[src/rtl/alu_display_pkg.sv]
`default_nettype none
// ============================================================================
// Module      : alu_display_pkg
// Description : Shared constants for the ALU result display: digit count,
//               scan index width, blank/off patterns and hex-to-7-seg table.
// Revision    : 1.0 - initial release
// ============================================================================
package alu_display_pkg;

    localparam int NUM_DIGITS = 4;
    localparam int SCAN_W     = $clog2(NUM_DIGITS);

    localparam logic [6:0] SEG_BLANK = 7'b1111111;
    localparam logic [3:0] AN_OFF    = 4'b1111;

    // Segment patterns {g,f,e,d,c,b,a}, active-low; entry n is digit n.
    localparam logic [15:0][6:0] HEX_SEG = {
        7'b0001110,  // F
        7'b0000110,  // E
        7'b0100001,  // D
        7'b1000110,  // C
        7'b0000011,  // B
        7'b0001000,  // A
        7'b0010000,  // 9
        7'b0000000,  // 8
        7'b1111000,  // 7
        7'b0000010,  // 6
        7'b0010010,  // 5
        7'b0011001,  // 4
        7'b0110000,  // 3
        7'b0100100,  // 2
        7'b1111001,  // 1
        7'b1000000   // 0
    };

    function automatic logic [6:0] hex_to_seg(input logic [3:0] nibble);
        return HEX_SEG[nibble];
    endfunction

endpackage
`default_nettype wire

[src/rtl/alu_result_display_debounce.sv]
`default_nettype none
// ============================================================================
// Module      : alu_result_display_debounce
// Description : Two-flop synchroniser plus counter-based debouncer for the
//               capture button. Provides the accepted level and a strobe that
//               is high in the cycle whose closing edge raises that level.
// Revision    : 1.0 - initial release
// ============================================================================
module alu_result_display_debounce
    import alu_display_pkg::*;
#(
    parameter int DEBOUNCE_CYCLES = 1000000
) (
    input  logic clk,
    input  logic rst_n,
    input  logic i_btn,
    output logic o_stable,
    output logic o_rise
);

    localparam int CNT_W = (DEBOUNCE_CYCLES > 1) ? $clog2(DEBOUNCE_CYCLES) : 1;
    localparam logic [CNT_W-1:0] c_CNT_LAST = CNT_W'(DEBOUNCE_CYCLES - 1);

    logic             r_sync1;
    logic             r_btn_s;
    logic             r_stable;
    logic [CNT_W-1:0] r_cnt;
    logic             w_differs;
    logic             w_accept;

    assign w_differs = (r_btn_s != r_stable);
    assign w_accept  = w_differs && (r_cnt == c_CNT_LAST);

    // Bring the asynchronous button into the clk domain.
    always_ff @(posedge clk or negedge rst_n) begin
        if (!rst_n) begin
            r_sync1 <= 1'b0;
            r_btn_s <= 1'b0;
        end else begin
            r_sync1 <= i_btn;
            r_btn_s <= r_sync1;
        end
    end

    // Count consecutive disagreeing samples; adopt the new level once enough accumulate.
    always_ff @(posedge clk or negedge rst_n) begin
        if (!rst_n) begin
            r_cnt    <= '0;
            r_stable <= 1'b0;
        end else if (!w_differs) begin
            r_cnt    <= '0;
        end else if (w_accept) begin
            r_cnt    <= '0;
            r_stable <= r_btn_s;
        end else begin
            r_cnt    <= r_cnt + CNT_W'(1);
        end
    end

    assign o_stable = r_stable;
    assign o_rise   = w_accept & r_btn_s;

endmodule
`default_nettype wire

[src/rtl/alu_result_display.sv]
`default_nettype none
// ============================================================================
// Module      : alu_result_display
// Description : Latches the ALU result and function select on a debounced
//               button press and shows them on a 4-digit multiplexed
//               7-segment display (result low/high nibble, blank, op).
// Revision    : 1.0 - initial release
// ============================================================================
module alu_result_display
    import alu_display_pkg::*;
#(
    parameter int DEBOUNCE_CYCLES = 1000000,
    parameter int REFRESH_CYCLES  = 100000
) (
    input  logic       clk,
    input  logic       rst_n,
    input  logic [5:0] result,
    input  logic [2:0] op_sel,
    input  logic       btn_capture,
    output logic [3:0] an,
    output logic [6:0] seg,
    output logic       dp,
    output logic       captured
);

    localparam int REF_W = (REFRESH_CYCLES > 1) ? $clog2(REFRESH_CYCLES) : 1;
    localparam logic [REF_W-1:0] c_REF_LAST = REF_W'(REFRESH_CYCLES - 1);

    logic              w_stable;
    logic              w_rise;
    logic              r_stable_d;
    logic              r_captured;
    logic [5:0]        r_held_result;
    logic [2:0]        r_held_op;
    logic [REF_W-1:0]  r_refresh_cnt;
    logic [SCAN_W-1:0] r_scan_idx;
    logic [3:0]        r_an;
    logic [6:0]        r_seg;
    logic [3:0]        w_nibble;
    logic              w_blank;
    logic [3:0]        w_an_next;
    logic [6:0]        w_seg_next;

    alu_result_display_debounce #(
        .DEBOUNCE_CYCLES (DEBOUNCE_CYCLES)
    ) u_debounce (
        .clk      (clk),
        .rst_n    (rst_n),
        .i_btn    (btn_capture),
        .o_stable (w_stable),
        .o_rise   (w_rise)
    );

    // Latch the ALU outputs on the edge where the debounced level rises.
    always_ff @(posedge clk or negedge rst_n) begin
        if (!rst_n) begin
            r_held_result <= '0;
            r_held_op     <= '0;
        end else if (w_rise) begin
            r_held_result <= result;
            r_held_op     <= op_sel;
        end
    end

    // One-cycle capture pulse in the cycle after the stable level first reads high.
    always_ff @(posedge clk or negedge rst_n) begin
        if (!rst_n) begin
            r_stable_d <= 1'b0;
            r_captured <= 1'b0;
        end else begin
            r_stable_d <= w_stable;
            r_captured <= w_stable & ~r_stable_d;
        end
    end

    // Refresh timer; each wrap moves the scan to the next digit.
    always_ff @(posedge clk or negedge rst_n) begin
        if (!rst_n) begin
            r_refresh_cnt <= '0;
            r_scan_idx    <= '0;
        end else if (r_refresh_cnt == c_REF_LAST) begin
            r_refresh_cnt <= '0;
            r_scan_idx    <= r_scan_idx + SCAN_W'(1);
        end else begin
            r_refresh_cnt <= r_refresh_cnt + REF_W'(1);
        end
    end

    // Select the nibble for the active digit and form the next anode/segment pattern.
    always_comb begin
        w_nibble = 4'h0;
        w_blank  = 1'b0;
        case (r_scan_idx)
            SCAN_W'(0): w_nibble = r_held_result[3:0];
            SCAN_W'(1): w_nibble = {2'b00, r_held_result[5:4]};
            SCAN_W'(2): w_blank  = 1'b1;
            default:    w_nibble = {1'b0, r_held_op};
        endcase
        w_seg_next = w_blank ? SEG_BLANK : hex_to_seg(w_nibble);
        w_an_next  = AN_OFF ^ (4'b0001 << r_scan_idx);
    end

    // Register anodes and segments together so both switch on the same edge.
    always_ff @(posedge clk or negedge rst_n) begin
        if (!rst_n) begin
            r_an  <= AN_OFF;
            r_seg <= SEG_BLANK;
        end else begin
            r_an  <= w_an_next;
            r_seg <= w_seg_next;
        end
    end

    assign an       = r_an;
    assign seg      = r_seg;
    assign dp       = 1'b1;
    assign captured = r_captured;

endmodule
`default_nettype wire

[config.mk]
export PLATFORM = sky130hd
export DESIGN_NAME = alu_result_display
export DESIGN_NICKNAME = d
export VERILOG_FILES = /design/src/rtl/alu_display_pkg.sv /design/src/rtl/alu_result_display_debounce.sv /design/src/rtl/alu_result_display.sv
export SDC_FILE = /design/constraint.sdc
export NUM_CORES = 1
export LEC_CHECK = 0
export ABC_CLOCK_PERIOD_IN_PS = 3300
export CAP_MARGIN = 20
export CORE_UTILIZATION = 55
export CTS_CLUSTER_SIZE = 28
export DETAILED_ROUTE_END_ITERATION = 10
export PLACE_DENSITY = 0.8
export SLEW_MARGIN = 20
export SYNTH_ARGS = -nofsm -noshare
export SYNTH_HDL_FRONTEND = slang
export SYNTH_HIERARCHICAL = 1
export SYNTH_SLANG_ARGS = --single-unit
[constraint.sdc]
create_clock -name clk -period 3.3 [get_ports clk]
set_clock_uncertainty 0.2 [all_clocks]
set_input_delay 0.33 -clock clk [delete_from_list [all_inputs] [get_ports clk]]
set_output_delay 0.33 -clock clk [all_outputs]
set_load 0.005 [all_outputs]
== Word-level counts from Yosys, hierarchy flattened ==
Memories as Yosys holds them, arrays and structs flattened.
Cells that the tools add are included.

* Mux-type cells: 7
* Eq/ne operators: 5
* $lt $le $gt $ge: 1
* Bitwise operators: 4
* Shift-type cells: 1
* $add $sub $neg: 3
* Reduce and logical (&&, ||, !) cells: 3

{| class="wikitable"
|+ Operator list
! operator !! number
|-
| 2-to-1 mux 20 bit || 2
|-
| adder 20 x 1 -> 20 bit (second input constant) || 1
|-
| == test 20 bit (second input constant) || 1
|-
| adder 17 x 1 -> 17 bit (second input constant) || 1
|-
| == test 17 bit (second input constant) || 1
|-
| 2-to-1 mux 17 bit || 1
|-
| 2-to-1 mux 7 bit || 2
|-
| one-hot mux 4 bit (3 select lines) || 1
|-
| less-than comparator 4 x 5 -> 1 bit (second input constant) || 1
|-
| NOT 4 bit || 1
|-
| left shift 1 x 2 -> 4 bit (first input constant) || 1
|-
| adder 2 x 1 -> 2 bit (second input constant) || 1
|-
| bitwise AND 1 bit || 2
|-
| == test 2 x 1 -> 1 bit (second input constant) || 1
|-
| == test 2 bit (second input constant) || 1
|-
| logical NOT 2 bit || 1
|-
| AND reduction 2 bit || 1
|-
| logical AND 1 bit || 1
|-
| 2-to-1 mux 1 bit || 1
|-
| inequality test 1 bit || 1
|-
| NOT 1 bit || 1
|}

* Output and inout port bits: 13
* Register bits: 64
* Word-level logic and storage cells: 37
* Bits in read-only memories: 112
* Memories: 1

{| class="wikitable"
|+ Memory list
! memory !! words !! width !! read ports !! clocked after memory_dff !! wr ports !! line !! source
|-
| (no name shown) || 16 || 7 || 1 || 0 || 0 || alu_display_pkg.sv:37 || <nowiki>return HEX_SEG[nibble];</nowiki>
|}

== Longest topological paths before layout ==
* Depth after elaboration: 5
* Gate-level depth with buffers: 9
* Depth with buffers taken out: 9

== Modules after synthesis ==
The synthesis kept the hierarchy.

{| class="wikitable"
|+ Modules (own cells, without submodules)
! module !! instances !! area an instance (µm²) !! cells an instance !! sequential area each (µm²)
|-
| alu_result_display || 1 || 1968.1 || 171 || 1039.7
|-
| alu_result_display_debounce || 1 || 1159.9 || 106 || 575.6
|}

== Worst setup path before layout ==
OpenSTA, ideal clock, no wires.

* Path kind: register -> register
* From: register u_debounce.r_cnt[11]
* To: register r_held_op[0]
* Path buffers: 1
* Slack: 0.750 ns
* Arrival time: 2.225 ns
* Cell stages (with the launch flop): 7
* Setup time: 0.125 ns
* Data required time: 2.975 ns
* Cell sequence: dfrtp_1 > nor4_2 > nand4_2 > or4_4 > nor3b_1 > clkbuf_1 > mux2_2

* Cells in the longest elaborated chain, start to end: 3

{| class="wikitable"
|+ RTL lines
! item !! line !! source
|-
| start, declared || alu_result_display_debounce.sv:27 || <nowiki>logic [CNT_W-1:0] r_cnt;</nowiki>
|-
| start signal, assigned || alu_result_display_debounce.sv:56 || <nowiki>r_cnt <= r_cnt + CNT_W'(1);</nowiki>
|-
| == test 20 bit || alu_result_display_debounce.sv:32 || <nowiki>assign w_accept = w_differs && (r_cnt == c_CNT_LAST);</nowiki>
|-
| logical AND 1 bit || alu_result_display_debounce.sv:32 ||
|-
| bitwise AND 1 bit || alu_result_display_debounce.sv:61 || <nowiki>assign o_rise = w_accept & r_btn_s;</nowiki>
|-
| named net w_rise || alu_result_display.sv:30 || <nowiki>logic w_rise;</nowiki>
|-
| end signal, assigned || alu_result_display.sv:61 || <nowiki>r_held_op <= op_sel;</nowiki>
|-
| end, declared || alu_result_display.sv:34 || <nowiki>logic [2:0] r_held_op;</nowiki>
|}

The timed path passes the listed nets, and every way through them passes these cells.
A chain may end at the register's enable or synchronous reset.

== Final worst setup path ==
* From: register r_scan_idx[0]
* To: register r_seg[4], in the netlist seg[4]

* Cells in the longest elaborated chain, start to end: 5
* Elaborated cells between the ends (all ways): 8
* Classes of those cells: eq/ne (2); mux (4); reduce/logical (1); memory (1)

{| class="wikitable"
|+ RTL lines
! item !! line !! source
|-
| start, declared || alu_result_display.sv:36 || <nowiki>logic [SCAN_W-1:0] r_scan_idx;</nowiki>
|-
| start signal, assigned || alu_result_display.sv:83 || <nowiki>r_scan_idx <= r_scan_idx + SCAN_W'(1);</nowiki>
|-
| == test 2 bit (tied with other cells) || alu_result_display.sv:93 || <nowiki>case (r_scan_idx)</nowiki>
|-
| one-hot mux 4 bit (3 select lines) || alu_result_display.sv:93 ||
|-
| memory (16 x 7 bit) || -- ||
|-
| 2-to-1 mux 7 bit (implied by the code) || alu_display_pkg.sv:37 ||
|-
| 2-to-1 mux 7 bit * || alu_result_display.sv:99 || <nowiki>w_seg_next = w_blank ? SEG_BLANK : hex_to_seg(w_nibble);</nowiki>
|-
| named net w_seg_next[4] || alu_result_display.sv:42 || <nowiki>logic [6:0] w_seg_next;</nowiki>
|-
| end signal, assigned || alu_result_display.sv:110 || <nowiki>r_seg <= w_seg_next;</nowiki>
|-
| end, declared || alu_result_display.sv:38 || <nowiki>logic [6:0] r_seg;</nowiki>
|}

Mark *: on every way through the listed nets, which the timed path passes. The rest lies on a longest branch. The select of a mux whose other input is x is not followed.

==> results.md <==
- Status: complete, no violations
- Critical path depth in cells: 9
- Critical path class: register to register
- Fin crit period: 2.63 ns
- Crit path DAT: 2.71 ns
- R2r setup slk: 0.67 ns
- Die W: 77.4 microns
- Rows: 27
- FMAX: 0.380 GHz
- Hold_sp: u_debounce/r_sync1
- Fill cell total of the finished layout: 396
- CP Launch Type: register
- Via count: 2,094
- Port buffer count: 23
- Critical path required time: 3.38 ns
- Area growth from synthesis to layout: 16.9%
- Post-route ant nets: 0
- Proportion of synthesized area in mux cells: 0.0536
- Final hold vios: 0
- Worst Hold Depth: 0
- Post-synthesis adder-cell area fraction: 0.0520
- I/O pin count: 25
- Clk buf depth: 2
- Latest clock arrival within the worst-skew pair: 0.35 ns
- Syn. warnings: 6
- Worst-Margin Slew: 1.03 ns
- DR pass1 iterations: 4
- Worst reg-to-reg path cell count: 9
- Final wirelength: 5530 microns
- Max-Cap Viols: 0
- Worst-path fanout max: 6
- Sum Neg Setup Slack: 0 ns
- Commonest non-fill, non-tap cell in the layout: dfrtp_1
- DRC: 0
- Post-CTS Setup Bufs: 0
- Max incr delay on CP: 0.43 ns
- Total power: 1580 uW
- Sw power: 327 uW
- Switching fraction of total power: 0.207
- First-pass GRT wire length: 9840 microns
- RSZ-0062 raised after global routing: false
- Crit. End Element: register
- Delay-heaviest family, CP: compound AO/OA/AOI/OAI gates
- ANT cells: 0
- Compound-Gate Fraction of Synth Area: 0.0676
- Seq/Total Area, Yosys: 0.516
- Gr ovfl total: 0
- Internal power: 1250 uW
- Seq cells post-synth: 64
- Pleak: 0.00160 uW
- Cells after Synth: 277
- Slew Limit Headroom: 0.310
- Post-synth cell types: 50
- Drt wl/cell: 14.4 microns
- Commonest cells after routing, fill and taps aside: 53 x dfrtp_1, 30 x nor2_1, 22 x clkdlybuf4s50_1
- Initial Util: 0.568
- Clock share of power: 0.471
- Layout Nets: 333
- Comb power frac: 0.026
- Power per cell area: 431 nW/um^2
- Tcrit/Tclk final: 0.798
- Worst Hold End: u_debounce/r_btn_s
- GRT Util Overall: 0.213
- Critical-path top delay cell: mux2i_1
- Post-Synth XOR/XNOR Area: 0.0812
- TritonCTS clock tree: yes
- Antenna violations before repair: 0
- Initial drt markers: 149
- Post-Synth Simple-Gate Area: 0.200
- Gpl congestion: 0.820
- Die footprint: 5990 sq um
- Net count after synthesis: 302
- CP Cell Sequence: inv_1 > ha_1 > a22o_1 > mux2i_1 > inv_1 > ha_1 > nand2_1 > o21ai_0 > a211o_1
- Count of pins over their slew limit: 0
- Max VDD drop: 0.305 mV
- Largest family of logic cells by synthesized area: simple AND/OR/NAND/NOR gates
- Vias per cell: 5.44
- Dpl hpwl: 3740 microns
- CTS Root Cell: clkbuf_8
- Worst reg2reg startpoint: r_scan_idx[0]
- WP buf/inv: 2
- Setup violations, final: 0
- Worst R2R End: seg[4]
- Maximum number of pins on one net before global-route repair: 53
- Hold Crit Class: register to register
- Die Height: 77.4 microns
- Layout cell share with drive strength beyond 1: 0.166
- Vias in the first global route: 2,168
- Total CTS buffers: 9
- Avg Cell Area, Syn: 11.3 sq um
- Core Box Area: 5510 sq um
- H-tree depth: 3
- Synthesized cell area: 3130 sq um
- Clock Pin Slew Worst Setup and Hold Paths: 0.07 ns
- Num Clock Sinks: 64
- Reg power frac: 0.503
layout make-up:
class | count | area (sq um) | share of cell area
well taps | 72 | 90.1 | 0.0246
flip-flops and latches | 64 | 1620 | 0.442
repair buffers | 27 | 260 | 0.0712
clock inverters | 5 | 80.1 | 0.0219
multi-input cells | 194 | 1430 | 0.390
inverters | 12 | 45.0 | 0.0123
clock buffers | 11 | 141 | 0.0387
worst register-to-register path: stages (launching register included):
cell and delay (ns):
dfrtp_1 0.41, inv_1 0.11, ha_1 0.29, a22o_1 0.26, mux2i_1 0.43, inv_1 0.13, ha_1 0.25, nand2_1 0.09
o21ai_0 0.09, a211o_1 0.31
power groups by stage:
stage / Combinational (uW) / Clock (uW) / Sequential (uW)
3_3_place_gp: 40.4 / 0 / 807
2_1_floorplan: 10.9 / 0 / 806
3_5_place_dp: 40.7 / 0 / 807
6_report: 40.9 / 743 / 793
5_1_grt: 47.6 / 788 / 793
4_1_cts: 41.1 / 765 / 793
metrics by stage:
| step | instances | worst slack, ns | area, sq um | util | hold slack, ns |
|---|---|---|---|---|---|
| 2_1_floorplan | 277 | 0.750 | 3130 | - | -0.166 |
| 3_5_place_dp | 368 | 0.738 | 3420 | 0.622 | 0.142 |
| 6_report | 385 | 0.666 | 3660 | 0.664 | 0.150 |
| 3_3_place_gp | 368 | 0.847 | 3420 | 0.622 | 0.132 |
| 4_1_cts | 384 | 0.714 | 3640 | 0.662 | 0.0292 |
| 5_1_grt | 385 | 0.497 | 3660 | 0.664 | 0.156 |
cell usage after synthesis, drive strengths merged:
library cell  instances  area share
a22o                  1      0.0028
buf                   4       0.010
dfstp                11       0.092
dfrtp                53        0.42
xnor2                17       0.048
xor2                 12       0.034
or4                   6       0.016
ha                   13       0.052
nor3b                 2      0.0048
o21ai                 2      0.0032
a311o                 2      0.0064
or3b                  1      0.0028
conb                  1      0.0012
nand4bb               1      0.0036
nor4bb                1      0.0032
o21a                  1      0.0024
o311ai                2      0.0056
nand3                12       0.022
clkbuf                3      0.0036
or2                   1      0.0020
nand4                 9       0.022
a22oi                 2      0.0048
nand3b                1      0.0024
a211o                 2      0.0056
o31ai                 4      0.0096
a21oi                10       0.016
and4                  4       0.011
mux2                 11       0.041
or3                   2      0.0056
inv                  12       0.014
mux2i                 4       0.013
nand2                17       0.020
nor2b                 2      0.0040
o211ai                1      0.0024
nor2                 30       0.036
and3b                 2      0.0056
nor4b                 1      0.0048
nor3                  6      0.0096
nand2b                2      0.0040
and3                  3      0.0060
o41ai                 1      0.0088
nor4                  5       0.014
worst max path at each step:
stage	slack (ns)	startpoint	to
after floorplan	0.75	u_debounce/r_cnt[11]	r_held_op[0]
after global placement	0.85	u_debounce/r_cnt[11]	r_held_op[0]
after detailed placement	0.74	r_scan_idx[0]	seg[4]
after CTS	0.71	r_scan_idx[0]	seg[4]
after global routing	0.50	r_scan_idx[0]	seg[4]
final	0.67	r_scan_idx[0]	seg[4]
flip-flops by register name (all words and copies together) (netlist names):
register	flops
u_debounce/r_btn_s	1
r_stable_d	1
u_debounce/r_sync1	1
r_scan_idx	2
seg	7
u_debounce/o_stable	1
an	4
r_refresh_cnt	17
u_debounce/r_cnt	20
r_held_result	6
captured	1
r_held_op	3
cell families (layout without fill, tap and decap cells):
group | after synthesis | after routing
other | 1 | 1
AO/OA/AOI/OAI | 28 | 28
adder cells (fa/ha/maj) | 13 | 13
AND/OR/NAND/NOR | 108 | 108
multiplexers | 15 | 15
flip-flops | 64 | 64
XOR/XNOR | 29 | 29
buffers and inverters | 19 | 55
routing by layer:
| metal | GRT usage | up-vias | part of all wire |
|---|---|---|---|
| li1 | - | 1035 | - |
| met1 | 0.273 | 993 | 0.46 |
| met2 | 0.334 | 55 | 0.48 |
| met3 | 0.0624 | 11 | 0.038 |
| met4 | 0.100 | 0 | 0.018 |
| met5 | 0 | - | 0 |
what timing repair did:
action | CTS | global route
hold endpoints to repair | 0 | 40
gates resized for setup | 0 | 0
hold buffers | 0 | 1
Note: power is estimated with default switching activity, not from simulation.
